$ cat src/rtl/pipe_ctrl.sv
// ============================================================================
// Module   : pipe_ctrl
// Brief    : Pipeline hazard controller for a 5-stage core. Generates the
//            PC / IF/ID enables, IF/ID and ID/EX flushes, load-use and RAW
//            stalls, sequences multi-cycle MDU ops, and (optionally) registers
//            the EX operand forwarding selects.
// Options  : define PIPE_CTRL_FWD_EN to build in operand forwarding; without
//            it RAW hazards stall and fwd_a / fwd_b are tied to 00.
// Revision : 1.0 - initial release
// ============================================================================
`default_nettype none

module pipe_ctrl #(
  parameter int MDU_CYCLES = 4  // EX occupancy of an MDU op, 2..15
) (
  input  logic       clk,
  input  logic       rstn,
  input  logic [4:0] id_rs,
  input  logic [4:0] id_rt,
  input  logic       id_uses_rs,
  input  logic       id_uses_rt,
  input  logic       id_mdu_start,
  input  logic       ex_regwrite,
  input  logic       ex_memread,
  input  logic [4:0] ex_wreg,
  input  logic       mem_regwrite,
  input  logic [4:0] mem_wreg,
  input  logic       ex_branch_taken,
  output logic       pc_en,
  output logic       ifid_en,
  output logic       ifid_flush,
  output logic       idex_flush,
  output logic       mdu_busy,
  output logic       mdu_done,
  output logic [1:0] fwd_a,
  output logic [1:0] fwd_b
);

  typedef enum logic [1:0] {
    IDLE = 2'd0,
    RUN  = 2'd1,
    DONE = 2'd2
  } state_t;

  localparam logic [3:0] C_CNT_INIT = 4'(MDU_CYCLES - 1);

  state_t     r_state;
  logic [3:0] r_cnt;

  logic w_load_use;
  logic w_raw;
  logic w_flush;
  logic w_stall;

  // A load in EX cannot forward in time; any consumer in ID must wait a cycle.
  assign w_load_use = ex_memread && (ex_wreg != 5'd0) &&
                      ((id_uses_rs && (id_rs == ex_wreg)) ||
                       (id_uses_rt && (id_rt == ex_wreg)));

`ifdef PIPE_CTRL_FWD_EN
  // With forwarding, ALU results reach EX through the bypass paths.
  assign w_raw = 1'b0;
`else
  // Without forwarding, ID waits until no in-flight writer matches a source.
  assign w_raw = (id_uses_rs && (id_rs != 5'd0) &&
                  ((ex_regwrite  && (id_rs == ex_wreg)) ||
                   (mem_regwrite && (id_rs == mem_wreg)))) ||
                 (id_uses_rt && (id_rt != 5'd0) &&
                  ((ex_regwrite  && (id_rt == ex_wreg)) ||
                   (mem_regwrite && (id_rt == mem_wreg))));
`endif

  // A taken branch outranks every stall source.
  assign w_flush = ex_branch_taken;
  assign w_stall = !w_flush && ((r_state == RUN) || w_load_use || w_raw);

  // Pipeline control: reset, then flush, then stall, else free-running.
  always_comb begin
    pc_en      = 1'b1;
    ifid_en    = 1'b1;
    ifid_flush = 1'b0;
    idex_flush = 1'b0;
    if (!rstn) begin
      pc_en      = 1'b0;
      ifid_en    = 1'b0;
      ifid_flush = 1'b1;
      idex_flush = 1'b1;
    end else if (w_flush) begin
      ifid_flush = 1'b1;
      idex_flush = 1'b1;
    end else if (w_stall) begin
      pc_en      = 1'b0;
      ifid_en    = 1'b0;
      idex_flush = 1'b1;
    end
  end

  // Status decoded from the state register, masked while reset is held.
  assign mdu_busy = rstn && (r_state == RUN);
  assign mdu_done = rstn && (r_state == DONE);

  // MDU sequencer: the op advances on entry, ID is held for the RUN cycles.
  always_ff @(posedge clk) begin
    if (!rstn) begin
      r_state <= IDLE;
      r_cnt   <= 4'd0;
    end else begin
      case (r_state)
        IDLE: begin
          if (id_mdu_start && !w_flush && !w_stall) begin
            r_state <= RUN;
            r_cnt   <= C_CNT_INIT;
          end
        end
        RUN: begin
          // A taken branch freezes the sequence for that cycle.
          if (!w_flush) begin
            r_cnt <= r_cnt - 4'd1;
            if (r_cnt == 4'd1) begin
              r_state <= DONE;
            end
          end
        end
        DONE: begin
          r_state <= IDLE;
        end
        default: begin
          r_state <= IDLE;
          r_cnt   <= 4'd0;
        end
      endcase
    end
  end

`ifdef PIPE_CTRL_FWD_EN
  logic [1:0] r_fwd_a;
  logic [1:0] r_fwd_b;

  // Youngest producer wins; r0 is hard-wired zero and never forwarded.
  function automatic logic [1:0] fwd_sel(
    input logic [4:0] src,
    input logic       exw,
    input logic [4:0] exr,
    input logic       memw,
    input logic [4:0] memr
  );
    if ((src != 5'd0) && exw && (exr == src)) begin
      return 2'b10;
    end else if ((src != 5'd0) && memw && (memr == src)) begin
      return 2'b01;
    end
    return 2'b00;
  endfunction

  // Forward selects follow the instruction into EX; a bubble gets 00.
  always_ff @(posedge clk) begin
    if (!rstn || idex_flush) begin
      r_fwd_a <= 2'b00;
      r_fwd_b <= 2'b00;
    end else begin
      r_fwd_a <= fwd_sel(id_rs, ex_regwrite, ex_wreg, mem_regwrite, mem_wreg);
      r_fwd_b <= fwd_sel(id_rt, ex_regwrite, ex_wreg, mem_regwrite, mem_wreg);
    end
  end

  assign fwd_a = r_fwd_a;
  assign fwd_b = r_fwd_b;
`else
  assign fwd_a = 2'b00;
  assign fwd_b = 2'b00;
`endif

endmodule

`default_nettype wire

$ cat config.mk
export PLATFORM = sky130hd
export DESIGN_NAME = pipe_ctrl
export DESIGN_NICKNAME = d
export VERILOG_FILES = /design/src/rtl/pipe_ctrl.sv
export SDC_FILE = /design/constraint.sdc
export NUM_CORES = 1
export LEC_CHECK = 0
export CAP_MARGIN = 10
export CORE_UTILIZATION = 39
export CTS_CLUSTER_DIAMETER = 100
export DETAILED_ROUTE_END_ITERATION = 8
export PLACE_DENSITY = 0.82
export SETUP_SLACK_MARGIN = 0.1
export SLEW_MARGIN = 15
export SYNTH_ARGS = -nofsm -noshare
export SYNTH_HDL_FRONTEND = slang
export SYNTH_SLANG_ARGS = --single-unit
$ cat constraint.sdc
create_clock -name clk -period 4.1 [get_ports clk]
set_input_delay 1.025 -clock clk [delete_from_list [all_inputs] [get_ports clk]]
set_output_delay 1.025 -clock clk [all_outputs]
set_load 0.01 [all_outputs]
==> results.tsv, run 1 <==
stage	metric	value	unit
outcome	outcome	completed	
logic_synthesis	synth_fa_ha_area_share	3.23	%
sta	fin_skew	7.08	ps
cells_and_area	drive_gt1_share	24.4	%
sta	period_minus_slack	3940	ps
sta	whs	524	ps
logic_synthesis	yosys.area_share.simple	31.3	%
cells_and_area	fill_cells	134	
route	vias	997	
critical_path	crit_path_start_kind	primary input	
critical_path	crit_chain	clkdlybuf4s50_1, xnor2_1, nand3_1, a2111oi_4, o21a_1, nor4_4, o21a_1, buf_2	
critical_path	crit_required	3070	ps
clock_network	clk_latency	250	ps
clock_network	clk_pin_slew	40	ps
clock_network	cts_buffers	3	
die	ios	39	
placed_design	dp_hpwl	2110	um
critical_path	r2r_start	r_cnt[0]$_SDFFE_PN0P_	
logic_synthesis	syn_inst	101	
route	avgRoutedWirePerCell	16.5	um
die	rows	15	
hold_path	hold_path_end	r_cnt[3]$_SDFFE_PN0P_	
critical_path	slowest_stage	clkdlybuf4s50_1	
placed_design	portBuffers	34	
cells_and_area	area.growth.synth_to_final	75.0	%
logic_synthesis	synth_xor_xnor_area_share	22.6	%
logic_synthesis	synth_top_family_by_area	simple AND/OR/NAND/NOR gates	
cells_and_area	antenna_cells	0	
logic_synthesis	ys_ff_latch	6	
cells_and_area	seq_area	120	um2
route	first_pass_iters	4	
clock_network	htree_levels	1	
critical_path	worstPathMaxFanout	3	
critical_path	crit-reg2reg-capture	r_cnt[2]$_SDFFE_PN0P_	
cells_and_area	multi_input_area	659	um2
sta	max_slew_margin	66.5	%
critical_path	end_kind	output pin	
critical_path	slowest_delay	470	ps
critical_path	path_class	primary input to output pin	
grt	track_usage	26.2	%
sta	drv_slew	0	
route	drc_errors	0	
logic_synthesis	synth_common_cells	xor2_1, xnor2_1, dfxtp_1, nand2_1	
grt	antenna_found_initial	0	
hold_path	min-delay-start	r_cnt[3]$_SDFFE_PN0P_	
sta	hold_viol	0	
sta	clock.fmax	254	MHz
logic_synthesis	yosysSeqAreaShare	15.5	%
logic_synthesis	synthMuxAreaShare	0	%
logic_synthesis	synth_area	774	um2
route	routed_wl	3000	um
clock_network	postCtsHoldBufs	0	
grt	grt_max_degree	10	
grt	grt_pass1_vias	881	
power	p_leak	0.000628	uW
route	antenna_left	0	
die	die_h	46.6	um
logic_synthesis	synth.avg_cell_area	7.67	um2
hold_path	hp-class	flop to flop	
sta	max_slew.worst_pin.slew	496	ps
logic_synthesis	synthTopCellsByArea	dfxtp_1, xor2_1, xnor2_1	
grt	grt-ovfl-total	0	
power	p_total	275	uW
clock_network	cts_tree	yes	
die	dieArea	0.00217	mm2
logic_synthesis	async_reset_ff_share	0	%
logic_synthesis	synth_top_area_share	15.5	%
cells_and_area	fin_nets	189	
placed_design	globalplace.congestion	0.892	
logic_synthesis	synth_cell_types	35	
die	die_w	46.6	um
logic_synthesis	synth_compound_area_share	19.1	%
clock_network	clock-root-buffer	clkbuf_4	
run	max_cap_violations	0	
sta	timing.final.crit_share	96.2	%
grt	grt_pass1_wl	3880	um
critical_path	arrival	2920	ps
critical_path	timing.critical_path.mode_cell	o21a_1	
power	max-vdd-ir-drop	0.214	mV
clock_network	cts_sinks	6	
cells_and_area	fin_util	75.2	%
route	drt_iter0_markers	58	
critical_path	r2r_cells	7	
hold_path	holdPathStages	2	
power	powerDensity	203	mW/mm2
cells_and_area	fin_cells	181	
clock_network	cts_buffer_depth	2	
logic_synthesis	synth_flop_cell	dfxtp_1	
route	via_per_inst	5.51	
critical_path	regToRegSetupSlack	2010	ps
die	coreArea	0.00180	mm2
logic_synthesis	yosys.cell_count.top_type	xor2_1	
sta	finalSetupViolCount	0	
logic_synthesis	synth_edf_count	0	
logic_synthesis	ys_warn_count	0	
die	start_util	43.0	%
sta	rsz0062_at_grt	no	
placed_design	place_inst	176	
logic_synthesis	synth_top_area_cell	dfxtp_1	
critical path: cells and delay by family:
family                 cells  cell delay, ps
AND/OR/NAND/NOR            2             240
buffers and inverters      2             610
XOR/XNOR                   1             260
AO/OA/AOI/OAI              3             770
repair_timing:
| item | 4_1_cts | 5_1_grt |
|---|---|---|
| endpoints found under the setup margin | 3 | 3 |
| resized for setup | 17 | 17 |
| buffers inserted | 2 | 0 |
| hold endpoints to repair | 0 | 0 |
| pin swaps | 4 | 9 |
registers in the layout, indices dropped and copies added, names as in the netlist:
name and flops:
r_cnt 4, r_state 2
metal layers:
layer  vias to the layer above  track usage [%]  part of all wire, %
met3                         8             5.49                  5.6
li1                        460                -                    -
met5                         -                0                    0
met2                        52             37.2                   50
met1                       477             37.7                   42
met4                         0             10.0                  2.5
power breakdown:
part           leakage [uW]  switching (uW)  internal [uW]
Sequential        0.0000491            9.65           65.2
Combinational      0.000565            66.4           78.5
Clock             0.0000138            22.3           33.2
Total              0.000628            98.4            177
through the flow:
| step | worst slack (ps) | area [um2] | TNS, ps |
|---|---|---|---|
| after floorplan | 390 | 786 | 0 |
| after global placement | -347 | 1260 | -1020 |
| after detailed placement | -397 | 1260 | -1160 |
| after CTS | 104 | 1280 | 0 |
| after global routing | 77.6 | 1360 | 0 |
| final | 157 | 1360 | 0 |
placed cells by master (no fill, tap or decap), types with 2 or more instances in the layout:
| cell type | count |
|---|---|
| a22o_1 | 3 |
| nand3b_1 | 2 |
| and3_1 | 2 |
| clkbuf_4 | 3 |
| nand2_1 | 6 |
| xnor2_1 | 9 |
| nor2_1 | 5 |
| nand2b_1 | 4 |
| o22ai_1 | 2 |
| clkdlybuf4s50_1 | 19 |
| o21a_1 | 3 |
| nor3b_1 | 2 |
| buf_2 | 3 |
| dlygate4sd2_1 | 2 |
| dlymetal6s2s_1 | 9 |
| a21oi_1 | 4 |
| dfxtp_1 | 6 |
| nor2b_1 | 3 |
| ha_1 | 2 |
| conb_1 | 4 |
| buf_4 | 21 |
| or4_4 | 3 |
| o21ai_0 | 2 |
| nor3_1 | 5 |
| xor2_1 | 10 |
| inv_1 | 5 |
worst max path at each step:
stage / cells past startpoint / endpoint / startpoint
after floorplan: 7 / pc_en / ex_wreg[1]
after global placement: 8 / pc_en / ex_wreg[1]
after detailed placement: 8 / ifid_en / ex_wreg[1]
after CTS: 8 / ifid_en / id_rs[0]
after global routing: 8 / ifid_en / ex_wreg[0]
final: 8 / ifid_en / ex_wreg[0]
logic make-up after synthesis:
group | count (synthesis)
AOI/OAI and AO/OA | 21
adders and majority gates | 2
and+or+nand+nor | 40
DFF | 6
buffers and inverters | 11
xor gates and xnor gates | 20
other | 1
cell type report:
type | instances | area share [%]
multi-input cells | 87 | 48.7
repair buffers | 55 | 37.1
flip-flops and latches | 6 | 8.86
well taps | 25 | 2.31
clock buffers | 3 | 1.66
inverters | 5 | 1.39
No activity file was read; power rests on OpenSTA's default activity.
==> run 2: changes to the inputs <==
Settings changed: CORE_UTILIZATION 39 to 36, PLACE_DENSITY 0.82 to 0.8.
Clock period 4.1 ns to 3.26 ns, I/O delays scaled along.
==> results.tsv, run 2 (synthesized netlist as in run 1, its figures left out) <==
stage	metric	value	unit
cells_and_area	area.growth.synth_to_final	78.8	%
critical_path	worstPathMaxFanout	3	
clock_network	htree_levels	1	
route	drc_errors	0	
sta	finalSetupViolCount	3	
power	powerDensity	255	mW/mm2
die	start_util	38.7	%
clock_network	cts_buffers	3	
critical_path	path_class	primary input to output pin	
sta	period_minus_slack	3330	ps
clock_network	cts_sinks	6	
die	coreArea	0.00200	mm2
cells_and_area	mostFrequentLayoutCell	buf_4	
cells_and_area	largest_registers	r_cnt (4), r_state (2)	
route	routedLengthMet1	1220	um
route	wl_met3	134	um
sta	fin_skew	1.49	ps
sta	rsz0062_at_grt	yes	
placed_design	preCtsSetupSlack	-774	ps
cells_and_area	fin_area	0.00139	mm2
critical_path	r2r_cells	7	
route	via_per_inst	5.30	
route	drt_iter0_markers	48	
route	topRoutingLayerUsed	met4	
placed_design	dp_hpwl	2250	um
run	max_cap_violations	0	
critical_path	end_kind	output pin	
sta	max_slew.worst_pin.slew	523	ps
critical_path	arrival	2520	ps
grt	grt_pass1_wl	4760	um
power	max-vdd-ir-drop	0.201	mV
cells_and_area	fin_nets	194	
route	avgRoutedWirePerCell	16.1	um
die	die_w	48.4	um
placed_design	globalplace.congestion	0.884	
hold_path	hp-class	flop to flop	
grt	antenna_found_initial	0	
cells_and_area	largest_register_ffs	4	
critical_path	crit_required	2440	ps
sta	hold_viol	0	
cells_and_area	drive_gt1_share	34.2	%
cells_and_area	top_register	r_cnt	
grt	grt_pass1_vias	995	
cells_and_area	fin_util	69.2	%
clock_network	cts_tree	yes	
clock_network	postCtsHoldBufs	0	
grt	grt_max_degree	10	
die	rows	16	
placed_design	place_area	0.00128	mm2
clock_network	clk_pin_slew	50	ps
die	dieArea	0.00234	mm2
outcome	violations	negative setup slack	
die	ios	39	
die	die_h	48.4	um
grt	grt-ovfl-total	0	
critical_path	crit_path_start_kind	primary input	
cells_and_area	antenna_cells	0	
grt	track_usage	26.4	%
cells_and_area	fill_cells	167	
clock_network	clk_latency	250	ps
route	first_pass_iters	4	
sta	timing.final.crit_share	102	%
sta	max_slew_margin	64.7	%
route	routed-wl-met2	1610	um
placed_design	portBuffers	34	
cells_and_area	layout_common_cells	buf_4, clkdlybuf4s50_1, dlygate4sd2_1	
clock_network	cts_buffer_depth	2	
sta	drv_slew	0	
power	p_leak	0.000604	uW
cells_and_area	multi_input_area	702	um2
cells_and_area	seq_area	120	um2
outcome	outcome	finished, violations left	
hold_path	holdPathStages	2	
sta	setup_slack	-71.1	ps
route	antenna_left	0	
clock_network	clock-root-buffer	clkbuf_4	
route	routed_wl	3030	um
route	vias	996	
sta	clock.fmax	300	MHz
## run 2: cell count changes in the layout (fill, tap and decap cells not counted), moves of 3 or more
cell	previous run	this run
dlygate4sd2_1	2	9
dlymetal6s2s_1	9	0
buf_6	0	3
buf_2	3	7
buf_4	21	26
clkdlybuf4s50_1	19	12
## run 2: what timing repair did
action	CTS	global route
endpoints found under the setup margin	3	3
pin swaps	10	11
cloned	0	0
buffers inserted	4	0
resized for setup	63	11
## run 2: critical path, cell delays in order
cell and delay (ps):
dlygate4sd2_1 280, or4_4 560, o221a_4 260, nor4_4 270, buf_4 160, nand2b_1 40
buf_2 130
## run 2: cell type report
class / count / share of cell area, %
multi-input cells: 87 / 50.7
clock buffers: 3 / 1.63
repair buffers: 60 / 35.2
flip-flops and latches: 6 / 8.67
inverters: 5 / 1.36
well taps: 27 / 2.44
## run 2: power by group
part           switching, uW  internal, uW
Clock                   28.4          41.7
Combinational           87.8           102
Sequential              11.8          82.0
Total                    128           225
## run 2: routing by layer
layer / GRT usage (%) / vias to the layer above
met5: 0 / -
met4: 9.80 / 0
met3: 3.77 / 6
met2: 46.0 / 34
met1: 32.7 / 485
li1: - / 471
## run 2: path summary, 6_finish.rpt
path,start,end,slack (ps)
hold reg to reg,r_cnt[2]$_SDFFE_PN0P_,r_cnt[2]$_SDFFE_PN0P_,530
setup reg to reg,r_cnt[0]$_SDFFE_PN0P_,r_cnt[2]$_SDFFE_PN0P_,1360
setup / recovery,id_rs[1],idex_flush,-70
hold / removal,r_cnt[2]$_SDFFE_PN0P_,r_cnt[2]$_SDFFE_PN0P_,530
## run 2: metrics by stage
stage          setup TNS [ps]  cells  hold WS (ps)  power [uW]
2_1_floorplan               0    104           463         177
3_3_place_gp            -2130    181           492         263
3_5_place_dp            -2300    181           521         271
4_1_cts                  -258    188           528         342
5_1_grt                  -375    188           562         374
6_report                 -178    188           535         353
==> run 3: changes to the inputs <==
Settings changed: ABC_CLOCK_PERIOD_IN_PS from default to 3260, CORE_ASPECT_RATIO from default to 0.7, CTS_CLUSTER_SIZE from default to 10.
==> results.tsv, run 3 (synthesized netlist as in run 1, its figures left out) <==
stage	metric	value	unit
outcome	outcome	finished, violations left	
outcome	violations	design-rule violations, negative setup slack	
placed_design	place_area	0.00125	mm2
sta	finalSetupViolCount	1	
critical_path	slowest_stage	or4_4	
clock_network	cts_tree	yes	
critical_path	path_class	primary input to output pin	
cells_and_area	fin_cells	179	
route	routedLengthMet1	1240	um
power	max-vdd-ir-drop	0.309	mV
cells_and_area	largest_registers	r_cnt (4), r_state (2)	
grt	grt-ovfl-total	0	
die	rows	13	
clock_network	cts_buffers	3	
die	die_w	57.4	um
grt	antenna_found_initial	0	
cells_and_area	top_register	r_cnt	
cells_and_area	mostFrequentLayoutCell	buf_4	
sta	max_slew_margin	54.5	%
cells_and_area	fin_nets	190	
critical_path	slowest_delay	520	ps
route	drt_iter0_markers	39	
sta	whs	533	ps
clock_network	clk_latency	250	ps
cells_and_area	area.growth.synth_to_final	70.9	%
sta	hold_viol	0	
route	routed_wl	2890	um
grt	track_usage	25.3	%
sta	drv_slew	0	
clock_network	postCtsHoldBufs	0	
cells_and_area	largest_register_ffs	4	
power	p_leak	0.000596	uW
power	powerDensity	261	mW/mm2
placed_design	place_inst	173	
route	first_pass_iters	6	
die	dieArea	0.00234	mm2
grt	grt_pass1_vias	836	
route	topRoutingLayerUsed	met4	
cells_and_area	multi_input_area	668	um2
cells_and_area	fin_area	0.00132	mm2
sta	clock.fmax	302	MHz
cells_and_area	seq_area	120	um2
sta	setup_slack	-49.7	ps
critical_path	crit_path_start_kind	primary input	
clock_network	cts_sinks	6	
sta	timing.final.crit_share	102	%
critical_path	arrival	2490	ps
critical_path	worstPathMaxFanout	2	
placed_design	globalplace.congestion	0.882	
critical_path	end_kind	output pin	
sta	max_slew.worst_pin.slew	673	ps
route	antenna_left	0	
run	max_cap_violations	0	
route	routed-wl-met2	1380	um
critical_path	crit_chain	buf_2, or4_4, o21ai_4, a2111oi_2, o21a_2, nor4_4, buf_4, nand2b_4, buf_6	
die	die_h	40.8	um
cells_and_area	layout_common_cells	buf_4, clkdlybuf4s50_1, xor2_1	
hold_path	hp-class	flop to flop	
clock_network	htree_levels	1	
route	avgRoutedWirePerCell	16.1	um
route	vias	959	
sta	period_minus_slack	3310	ps
route	wl_met3	234	um
grt	grt_max_degree	10	
critical_path	crit_family	simple AND/OR/NAND/NOR gates	
die	coreArea	0.00194	mm2
die	start_util	40.0	%
grt	grt_pass1_wl	4130	um
clock_network	cts_buffer_depth	2	
critical_path	crit_required	2440	ps
cells_and_area	drive_gt1_share	31.8	%
cells_and_area	antenna_cells	0	
critical_path	worst-path-buf-inv	3	
route	drc_errors	2	
sta	fin_skew	8.06	ps
die	ios	39	
clock_network	clock-root-buffer	clkbuf_4	
power	p_total	345	uW
clock_network	clk_pin_slew	50	ps
placed_design	dp_hpwl	2300	um
sta	rsz0062_at_grt	yes	
route	via_per_inst	5.36	
placed_design	portBuffers	34	
cells_and_area	fill_cells	159	
## run 3: layer usage
| layer | vias up | track usage (%) |
|---|---|---|
| met3 | 6 | 3.79 |
| met5 | - | 0 |
| li1 | 467 | - |
| met2 | 40 | 40.1 |
| met1 | 446 | 36.1 |
| met4 | 0 | 6.71 |
## run 3: where the power goes
part           switching [uW]  internal, uW  leakage, uW
logic                    82.6          98.0     0.000533
clock network            29.9          41.8    0.0000138
registers                11.2          82.0    0.0000491
total                     124           222     0.000596
## run 3: path summary, 6_finish.rpt
| kind | start | end | slack (ps) | cells after the start |
|---|---|---|---|---|
| hold reg to reg | r_cnt[3]$_SDFFE_PN0P_ | r_cnt[3]$_SDFFE_PN0P_ | 530 | 2 |
| hold / removal | r_cnt[3]$_SDFFE_PN0P_ | r_cnt[3]$_SDFFE_PN0P_ | 530 | 2 |
| setup / recovery | ex_wreg[1] | idex_flush | -50 | 9 |
| setup reg to reg | r_cnt[0]$_SDFFE_PN0P_ | r_cnt[2]$_SDFFE_PN0P_ | 1230 | 8 |
## run 3: repair_timing
action	CTS	global route
setup buffers	3	0
cloned	0	0
endpoints found under the setup margin	3	4
gates resized for setup	59	14
pin swaps	9	9
## run 3: cell type report
type | count | share of cell area, %
Multi-Input combinational cell | 87 | 50.5
Timing Repair Buffer | 56 | 35.3
Sequential cell | 6 | 9.07
Tap cell | 22 | 2.08
Clock buffer | 3 | 1.70
Inverter | 5 | 1.42
## run 3: worst min-delay path, cell delays in order, from the launching register on
cell and delay [ps]:
dfxtp_1 340, nand2_1 80, o21ai_1 60
## run 3: stage by stage
step                      util (%)  setup WS [ps]  TNS, ps
after global placement        64.8           -704    -2100
final                         68.4          -49.7    -49.7
after CTS                     65.4           -114     -263
after floorplan                  -           29.5        0
after detailed placement      64.8           -785    -2310
after global routing          68.4          -99.8     -214
